## src/rtl/adc_sample_ctrl.sv

```systemverilog
`default_nettype none
// ============================================================================
// Module   : adc_sample_ctrl
// Brief    : Wishbone-controlled periodic sample requester for an SPI ADC
//            sampler, with a sample FIFO and half-full interrupt.
// Revision : 1.0 - initial release
// ============================================================================
module adc_sample_ctrl #(
    parameter int          LGFIFO = 5,
    parameter logic [15:0] MINPER = 16'd63
) (
    input  logic        i_clk,
    input  logic        i_reset,
    input  logic        i_wb_cyc,
    input  logic        i_wb_stb,
    input  logic        i_wb_we,
    input  logic        i_wb_addr,
    input  logic [31:0] i_wb_data,
    output logic        o_wb_stall,
    output logic        o_wb_ack,
    output logic [31:0] o_wb_data,
    output logic        o_adc_request,
    output logic        o_adc_en,
    output logic        o_adc_rd,
    input  logic [13:0] i_adc_data,
    output logic        o_int
);
    localparam int              c_depth    = 1 << LGFIFO;
    localparam logic [LGFIFO:0] c_full_cnt = {1'b1, {LGFIFO{1'b0}}};
    localparam logic [LGFIFO:0] c_half_cnt = {2'b01, {(LGFIFO-1){1'b0}}};

    typedef enum logic [1:0] {
        S_IDLE     = 2'd0,
        S_RUN      = 2'd1,
        S_SHUTDOWN = 2'd2
    } state_t;

    state_t            r_state, w_state_next;
    logic [15:0]       r_period, r_timer, w_period_eff;
    logic              r_enable, r_sd_sent, r_valid_prev, r_overflow;
    logic [11:0]       r_mem [0:c_depth-1];
    logic [LGFIFO-1:0] r_wr_ptr, r_rd_ptr;
    logic [LGFIFO:0]   r_fill, w_fill_next;
    logic [7:0]        w_fill8;
    logic [31:0]       w_status;
    logic              w_bus, w_ctrl_wr, w_flush, w_data_rd, w_empty, w_full;
    logic              w_pop, w_capture, w_push, w_req;
    logic              w_unused;

    assign w_bus        = i_wb_cyc && i_wb_stb;
    assign w_ctrl_wr    = w_bus && i_wb_we && !i_wb_addr;
    assign w_flush      = w_ctrl_wr && i_wb_data[17];
    assign w_data_rd    = w_bus && !i_wb_we && i_wb_addr;
    assign w_empty      = (r_fill == '0);
    assign w_full       = (r_fill == c_full_cnt);
    assign w_pop        = w_data_rd && !w_empty;
    // Take a sample only on the rising edge of valid, and never right after an ack
    assign w_capture    = i_adc_data[12] && !r_valid_prev && !o_adc_rd;
    assign w_push       = w_capture && (!w_full || w_pop) && !w_flush;
    assign w_period_eff = (r_period < MINPER) ? MINPER : r_period;
    assign w_fill8      = 8'(r_fill);
    assign w_status     = {r_overflow, w_full, w_empty, 1'b0, w_fill8, 3'b000, r_enable, r_period};
    assign o_wb_stall   = 1'b0;
    assign o_adc_en     = (r_state == S_RUN);
    assign w_unused     = &{1'b0, i_wb_data[31:18]};

    always_comb begin
        w_fill_next = r_fill;
        if (w_flush)
            w_fill_next = '0;
        else if (w_push && !w_pop)
            w_fill_next = r_fill + 1'b1;
        else if (w_pop && !w_push)
            w_fill_next = r_fill - 1'b1;
    end

    always_comb begin
        w_state_next = r_state;
        w_req        = 1'b0;
        case (r_state)
            S_IDLE: begin
                if (r_enable)
                    w_state_next = S_RUN;
            end
            S_RUN: begin
                if (!r_enable)
                    w_state_next = S_SHUTDOWN;
                else if (r_timer == '0)
                    w_req = 1'b1;
            end
            S_SHUTDOWN: begin
                // One final request tells the sampler to power down
                if (!r_sd_sent)
                    w_req = 1'b1;
                else if (i_adc_data[13])
                    w_state_next = S_IDLE;
            end
            default: w_state_next = S_IDLE;
        endcase
    end

    always_ff @(posedge i_clk) begin
        if (i_reset) begin
            r_state       <= S_IDLE;
            r_enable      <= 1'b0;
            r_period      <= '0;
            r_timer       <= '0;
            r_sd_sent     <= 1'b0;
            o_adc_request <= 1'b0;
        end else begin
            r_state       <= w_state_next;
            o_adc_request <= w_req;
            r_sd_sent     <= (r_state == S_SHUTDOWN) && (r_sd_sent || w_req);
            if (w_ctrl_wr) begin
                r_period <= i_wb_data[15:0];
                r_enable <= i_wb_data[16];
            end
            if (r_state == S_RUN && r_enable) begin
                if (r_timer == '0)
                    r_timer <= w_period_eff;
                else
                    r_timer <= r_timer - 1'b1;
            end else begin
                r_timer <= '0;
            end
        end
    end

    always_ff @(posedge i_clk) begin
        if (i_reset) begin
            r_wr_ptr     <= '0;
            r_rd_ptr     <= '0;
            r_fill       <= '0;
            r_overflow   <= 1'b0;
            r_valid_prev <= 1'b0;
            o_adc_rd     <= 1'b0;
            o_int        <= 1'b0;
        end else begin
            r_valid_prev <= i_adc_data[12];
            o_adc_rd     <= w_capture;
            r_fill       <= w_fill_next;
            o_int        <= (w_fill_next >= c_half_cnt);
            if (w_flush) begin
                r_wr_ptr   <= '0;
                r_rd_ptr   <= '0;
                r_overflow <= 1'b0;
            end else begin
                if (w_push)
                    r_wr_ptr <= r_wr_ptr + 1'b1;
                if (w_pop)
                    r_rd_ptr <= r_rd_ptr + 1'b1;
                if (w_capture && w_full && !w_pop)
                    r_overflow <= 1'b1;
            end
        end
    end

    // Storage needs no reset; the pointers define what is valid
    always_ff @(posedge i_clk) begin
        if (w_push)
            r_mem[r_wr_ptr] <= i_adc_data[11:0];
    end

    always_ff @(posedge i_clk) begin
        if (i_reset) begin
            o_wb_ack  <= 1'b0;
            o_wb_data <= '0;
        end else begin
            o_wb_ack <= w_bus;
            if (w_bus) begin
                if (!i_wb_addr)
                    o_wb_data <= w_status;
                else if (w_empty)
                    o_wb_data <= 32'h8000_0000;
                else
                    o_wb_data <= {20'h0, r_mem[r_rd_ptr]};
            end
        end
    end
endmodule
`default_nettype wire

```

## config.mk

```make
export PLATFORM = sky130hd
export DESIGN_NAME = adc_sample_ctrl
export DESIGN_NICKNAME = d
export VERILOG_FILES = /design/src/rtl/adc_sample_ctrl.sv
export SDC_FILE = /design/constraint.sdc
export NUM_CORES = 1
export LEC_CHECK = 0
export ABC_AREA = 0
export ABC_CLOCK_PERIOD_IN_PS = 8100
export BUFFER_PORTS_ARGS = -buffer_cell sky130_fd_sc_hd__buf_4
export CAP_MARGIN = 20
export CORE_MARGIN = 2
export CORE_UTILIZATION = 60
export DETAILED_ROUTE_END_ITERATION = 8
export GPL_TIMING_DRIVEN = 0
export PLACE_DENSITY = 0.81
export SLEW_MARGIN = 20
export SYNTH_ARGS = -nofsm -noshare
export SYNTH_HDL_FRONTEND = slang
export SYNTH_SLANG_ARGS = --single-unit
```

## constraint.sdc

```tcl
create_clock -name i_clk -period 8.1 [get_ports i_clk]
set_clock_uncertainty 0.1 [all_clocks]
set_input_delay 1.62 -clock i_clk [delete_from_list [all_inputs] [get_ports i_clk]]
set_output_delay 1.62 -clock i_clk [all_outputs]
set_load 0.01 [all_outputs]
```

---- Word-level counts from Yosys, hierarchy flattened ----
Memories as Yosys holds them, arrays and structs flattened. A register that Yosys moved wholly into a read port is not among the register bits.
Cells that the tools add are included.
word-level totals
  bits in registers ....................... 90
  memory bits (writable) .................. 384
  memories ................................ 1
  input bits .............................. 52
memories
  memory  depth  width  rd ports  clocked after memory_dff  write ports  RTL line  text
  r_mem   32     12     1         1                         1            41        logic [11:0] r_mem [0:c_depth-1];
operators by class
  bitwise operators ....................... 1
  multiplexer cells ....................... 20
  add/subtract/negate cells ............... 5
  eq/ne operators ......................... 7
  reductions and logical operators ........ 34
  $lt $le $gt $ge ......................... 2
operators by type and width
  kind                                                                number
  two-way mux 32 bit                                                  2
  two-way mux 16 bit                                                  2
  two-way mux 6 bit                                                   3
  logical AND 1 bit                                                   17
  zero test 16 bit                                                    1
  < comparator 16 x 6 -> 1 bit (second input constant)                1
  subtractor 16 x 1 -> 16 bit (second input constant)                 1
  adder 5 x 1 -> 5 bit (second input constant)                        2
  two-way mux 5 bit                                                   2
  zero test 1 bit                                                     9
  two-way mux 2 bit                                                   4
  != test 2 bit (second input constant)                               4
  adder 6 x 1 -> 6 bit (second input constant)                        1
  == test 6 bit (second input constant)                               1
  greater-or-equal comparator 6 x 5 -> 1 bit (second input constant)  1
  zero test 6 bit                                                     1
  one-hot mux 2 bit (3 select lines)                                  1
  subtractor 6 x 1 -> 6 bit (second input constant)                   1
  two-way mux 1 bit                                                   5
  AND reduction 4 bit                                                 1
  OR reduction 2 bit                                                  2
  == test 2 x 1 -> 1 bit (second input constant)                      1
  == test 2 bit (second input constant)                               1
  zero test 2 bit                                                     1
  other kinds (3)                                                     4

---- Depth between registers and ports, before layout ----
  depth in word-level cells ............... 13
  depth in mapped cells ................... 9

---- Worst setup path before layout ----
No wires, ideal clock.
  path type ............................... input -> register
  start point ............................. input port i_adc_data[12]
  end point ............................... memory r_mem[11][0], enable pin
  path buffers ............................ 1
  library setup time ...................... 380 ps
  stages on the path ...................... 6
  slack ................................... 4,163 ps
  arrival ................................. 3,456 ps
  cells stage by stage .................... or3b_2 > a21oi_1 > o21a_1 > clkbuf_1 > nand2_1 > nor2_1
on the way
  word-level cells in the longest chain between the ends .. 6
ends and longest elaborated chain
  item                                     RTL line  text
  from (decl)                              25        input logic [13:0] i_adc_data,
  logical AND 1 bit (2 in series)          58        assign w_capture = i_adc_data[12] && !r_valid_prev && !o_adc_rd;
  logical AND 1 bit (2 in series)          59        assign w_push = w_capture && (!w_full || w_pop) && !w_flush;
  two-way mux 1 bit                        160       if (w_push)
  two-way mux 1 bit (implied by the code)  161       r_mem[r_wr_ptr] <= i_adc_data[11:0];
  to (decl)                                41
No other way between the ends.

---- Final worst setup path ----
  start point ............................. input port i_adc_data[12]
  end point ............................... memory r_mem[19][3], enable pin
Same word-level chain as after synthesis.

==> flow_metrics.tcl <==
set metrics [dict create \
    crit_slowest_cell "nor2_1" \
    die_area_sq_mm 0.03244 \
    drt-met1-wl_um 16420 \
    ctsResizeCount 0 \
    reg2reg_slack_ns 4.68 \
    vias_per_cell 6.312 \
    synth_area_leaders "edfxtp_1 (62%), mux4_2 (12%), dfxtp_1 (9.6%), nor2_1 (1.7%), mux2i_1 (1.6%)" \
    clockBufferDepth 3 \
    cts-buffers-inserted 47 \
    netlist_area_sq_mm 0.01861 \
    outcome "completed" \
    power_mw 4.891 \
    path_delay_family "simple AND/OR/NAND/NOR gates" \
    chipHeight_um 180.1 \
    clk_latency_ns 0.56 \
    synth_largest_area_cell "edfxtp_1" \
    drv_cap 0 \
    gp_congestion 0.8846 \
    yosysWarnings 0 \
    cp_data_arrival_time_ns 4.38 \
    avgRoutedWirePerCell_um 24.88 \
    cts.sinks 473 \
    crit_path_max_incr_delay_ns 0.66 \
    portBuffers 67 \
    num_rows 64 \
    seq_area_frac_synth_pct 71.54 \
    drt_iter0_markers 1346 \
    netlist_instances 1106 \
    grtUsageTotal_pct 25.58 \
    fin_area_sq_mm 0.02114 \
    hp-class "flip-flop to flip-flop" \
    dpl-instance-area_sq_mm 0.01972 \
    cts_tree "done" \
    diodes 0 \
    fin_crit_sh_pct 52.00 \
    cp_max_fo 9 \
    vdd_drop_max_v 0.0002039 \
    drive_gt1_share_pct 23.56 \
    grt_pass1_wl_um 62220 \
    antenna_found_initial 0 \
    fin_nets 1295 \
    ys_async_sr_fraction_pct 0 \
    post-cts-setup-buffers 0 \
    num_vias 10485 \
    hold_viol_final 0 \
    relSlewSlack_pct 32.80 \
    dp_hpwl_um 25570 \
    dr_wl_met2_um 20250 \
    place_ws_ns 3.382 \
    leakage_nw 6.739 \
    layout_min_cycle_time_ns 4.212 \
    avgSynthCellArea_sq_um 16.82 \
    clockRootBuffer "clkbuf_16" \
    worstSetupEndpointType "flip-flop" \
    fillers 1866 \
    grt_max_degree 33 \
    slew_viol_final 0 \
    wirelength_um 41320 \
    wl_met3_um 3677 \
    initial_utilization_pct 60.83 \
    tightest_slew_ns 1.008 \
    die_x_um 180.1 \
    htree_levels 2 \
    ys_types 46 \
    path_class "primary input to flip-flop" \
    synthFlopType "edfxtp_1" \
    core_area_sq_mm 0.03059 \
    timing.final.ws_setup_ns 3.888 \
    areaGrowthSynthToFinish_pct 13.62 \
    start_kind "primary input" \
    ys_seq_elements 473 \
    drt-pass1-iter-count 7 \
    synth_top_area_share_pct 61.97 \
    max_clock_freq_mhz 237.4 \
    grt_pass1_vias 10317 \
    path_buf_inv 3 \
    drc_errors 0 \
    clkTransAtPathRegs_ns 0.06 \
    cts_hold_buf 0 \
    tns_ns 0 \
    p_per_area_mw_per_mm2 231.3 \
    ios 90 \
    crit_path_cell_trace "buf_4 -> or3b_2 -> a21oi_1 -> o21a_1 -> clkbuf_1 -> nand2_1 -> nor2_1 -> buf_6" \
    grt_setup_unrepaired "false" \
    grt_overflow 0 \
    setup_viol 0 \
    drtAntennaViolNets 0 \
    top_layer "met4" \
    synth_edf_count 384 \
    required_ns 8.26 \
]
-- registers in the layout, summed over array words and instances (netlist names), 2 cells and up, named ones only --
name,count
r_wr_ptr,5
r_period,16
r_mem,384
r_state,2
r_fill,6
r_rd_ptr,5
r_timer,16
o_wb_data,26
-- through the flow --
stage,util [%],hold WS (ns),std cells
2_1_floorplan,-,0.3248,1112
5_1_grt,69.12,0.3907,1661
6_report,69.12,0.3504,1661
4_1_cts,69.11,0.3521,1661
3_3_place_gp,64.17,0.3365,1575
3_5_place_dp,64.46,0.3438,1576
-- cells by family (layout without fill, tap and decap cells) --
group                      after synthesis  after routing  synth area share [%]
buffers and inverters                   84            237                 2.010
adders and majority gates               14             14                0.9414
xor gates and xnor gates                25             25                 1.177
and+or+nand+nor                        245            245                 6.401
muxes                                  134            134                 13.72
AOI/OAI and AO/OA                      130            130                 4.189
other                                    1              7               0.02015
DFF                                    473            473                 71.54
-- final cells by class --
class	count	area (sq um)	area share, %
multi-input cells	555	5021	23.75
plain buffers	71	326.6	1.545
clock inverters	25	167.7	0.7930
clock buffers	60	1256	5.942
well taps	396	495.5	2.343
flip-flops and latches	473	13310	62.97
inverters	13	48.80	0.2308
repair buffers	68	514.2	2.432
-- tightest hold or removal path: cells and delay by family (launching register included) --
kind	cells	cell delay, ns
buffers and inverters	1	0.05
flip-flops	1	0.31
AO/OA/AOI/OAI	1	0.05
-- metal layers --
| metal | global-route usage [%] | up-vias |
|---|---|---|
| met5 | 0 | - |
| li1 | - | 4562 |
| met2 | 42.41 | 588 |
| met3 | 4.204 | 72 |
| met1 | 35.89 | 5263 |
| met4 | 6.968 | 0 |
-- synth_stat cells, drive strengths merged, types with 2 or more instances --
cell and instances:
a211o 7, a211oi 18, a21oi 58, and4b 2, buf 32, clkbuf 39
dfxtp 89, edfxtp 384, ha 14, inv 13, mux2 8, mux2i 30
mux4 96, nand2 64, nand3 15, nand3b 4, nand4 5, nand4b 2
nor2 86, nor2b 7, nor3 16, nor3b 21, nor4 4, o2111ai 4
o21ai 17, o22ai 21, or2 2, or3 7, or3b 2, or4 5
xnor2 12, xor2 13
-- cell usage in the layout (no fill, tap or decap), drive strengths merged, types with 2 or more instances in the layout --
master and n:
o22ai 21, or2 2, conb 7, nand3 15
mux2 8, and4b 2, mux4 96, nand3b 4
xnor2 12, nand2 64, edfxtp 384, dfxtp 89
buf 99, nor3 16, a211o 7, nor3b 21
nor2 86, o21ai 17, clkinv 22, or4 5
or3 7, a21oi 58, or3b 2, nand4 5
clkbuf 100, mux2i 30, nor4 4, inv 14
xor2 13, a211oi 18, o2111ai 4, ha 14
nor2b 7, nand4b 2
-- power breakdown --
part	internal, mW	leakage (nW)	switching, mW
Clock	1.13	0.701	0.885
Sequential	2.65	4.17	0.0148
Combinational	0.0821	1.86	0.134
-- path summary, 6_finish.rpt --
kind / cells after the start / start / to
min: 2 / r_overflow$_SDFFE_PP0P_ / r_overflow$_SDFFE_PP0P_
max reg2reg: 8 / flip-flop / o_wb_data[6]$_SDFFE_PP0N_
max: 8 / i_adc_data[12] / r_mem[19][3]$_DFFE_PP_
min reg2reg: 2 / r_overflow$_SDFFE_PP0P_ / r_overflow$_SDFFE_PP0P_
Note: power is estimated with default switching activity, not from simulation.
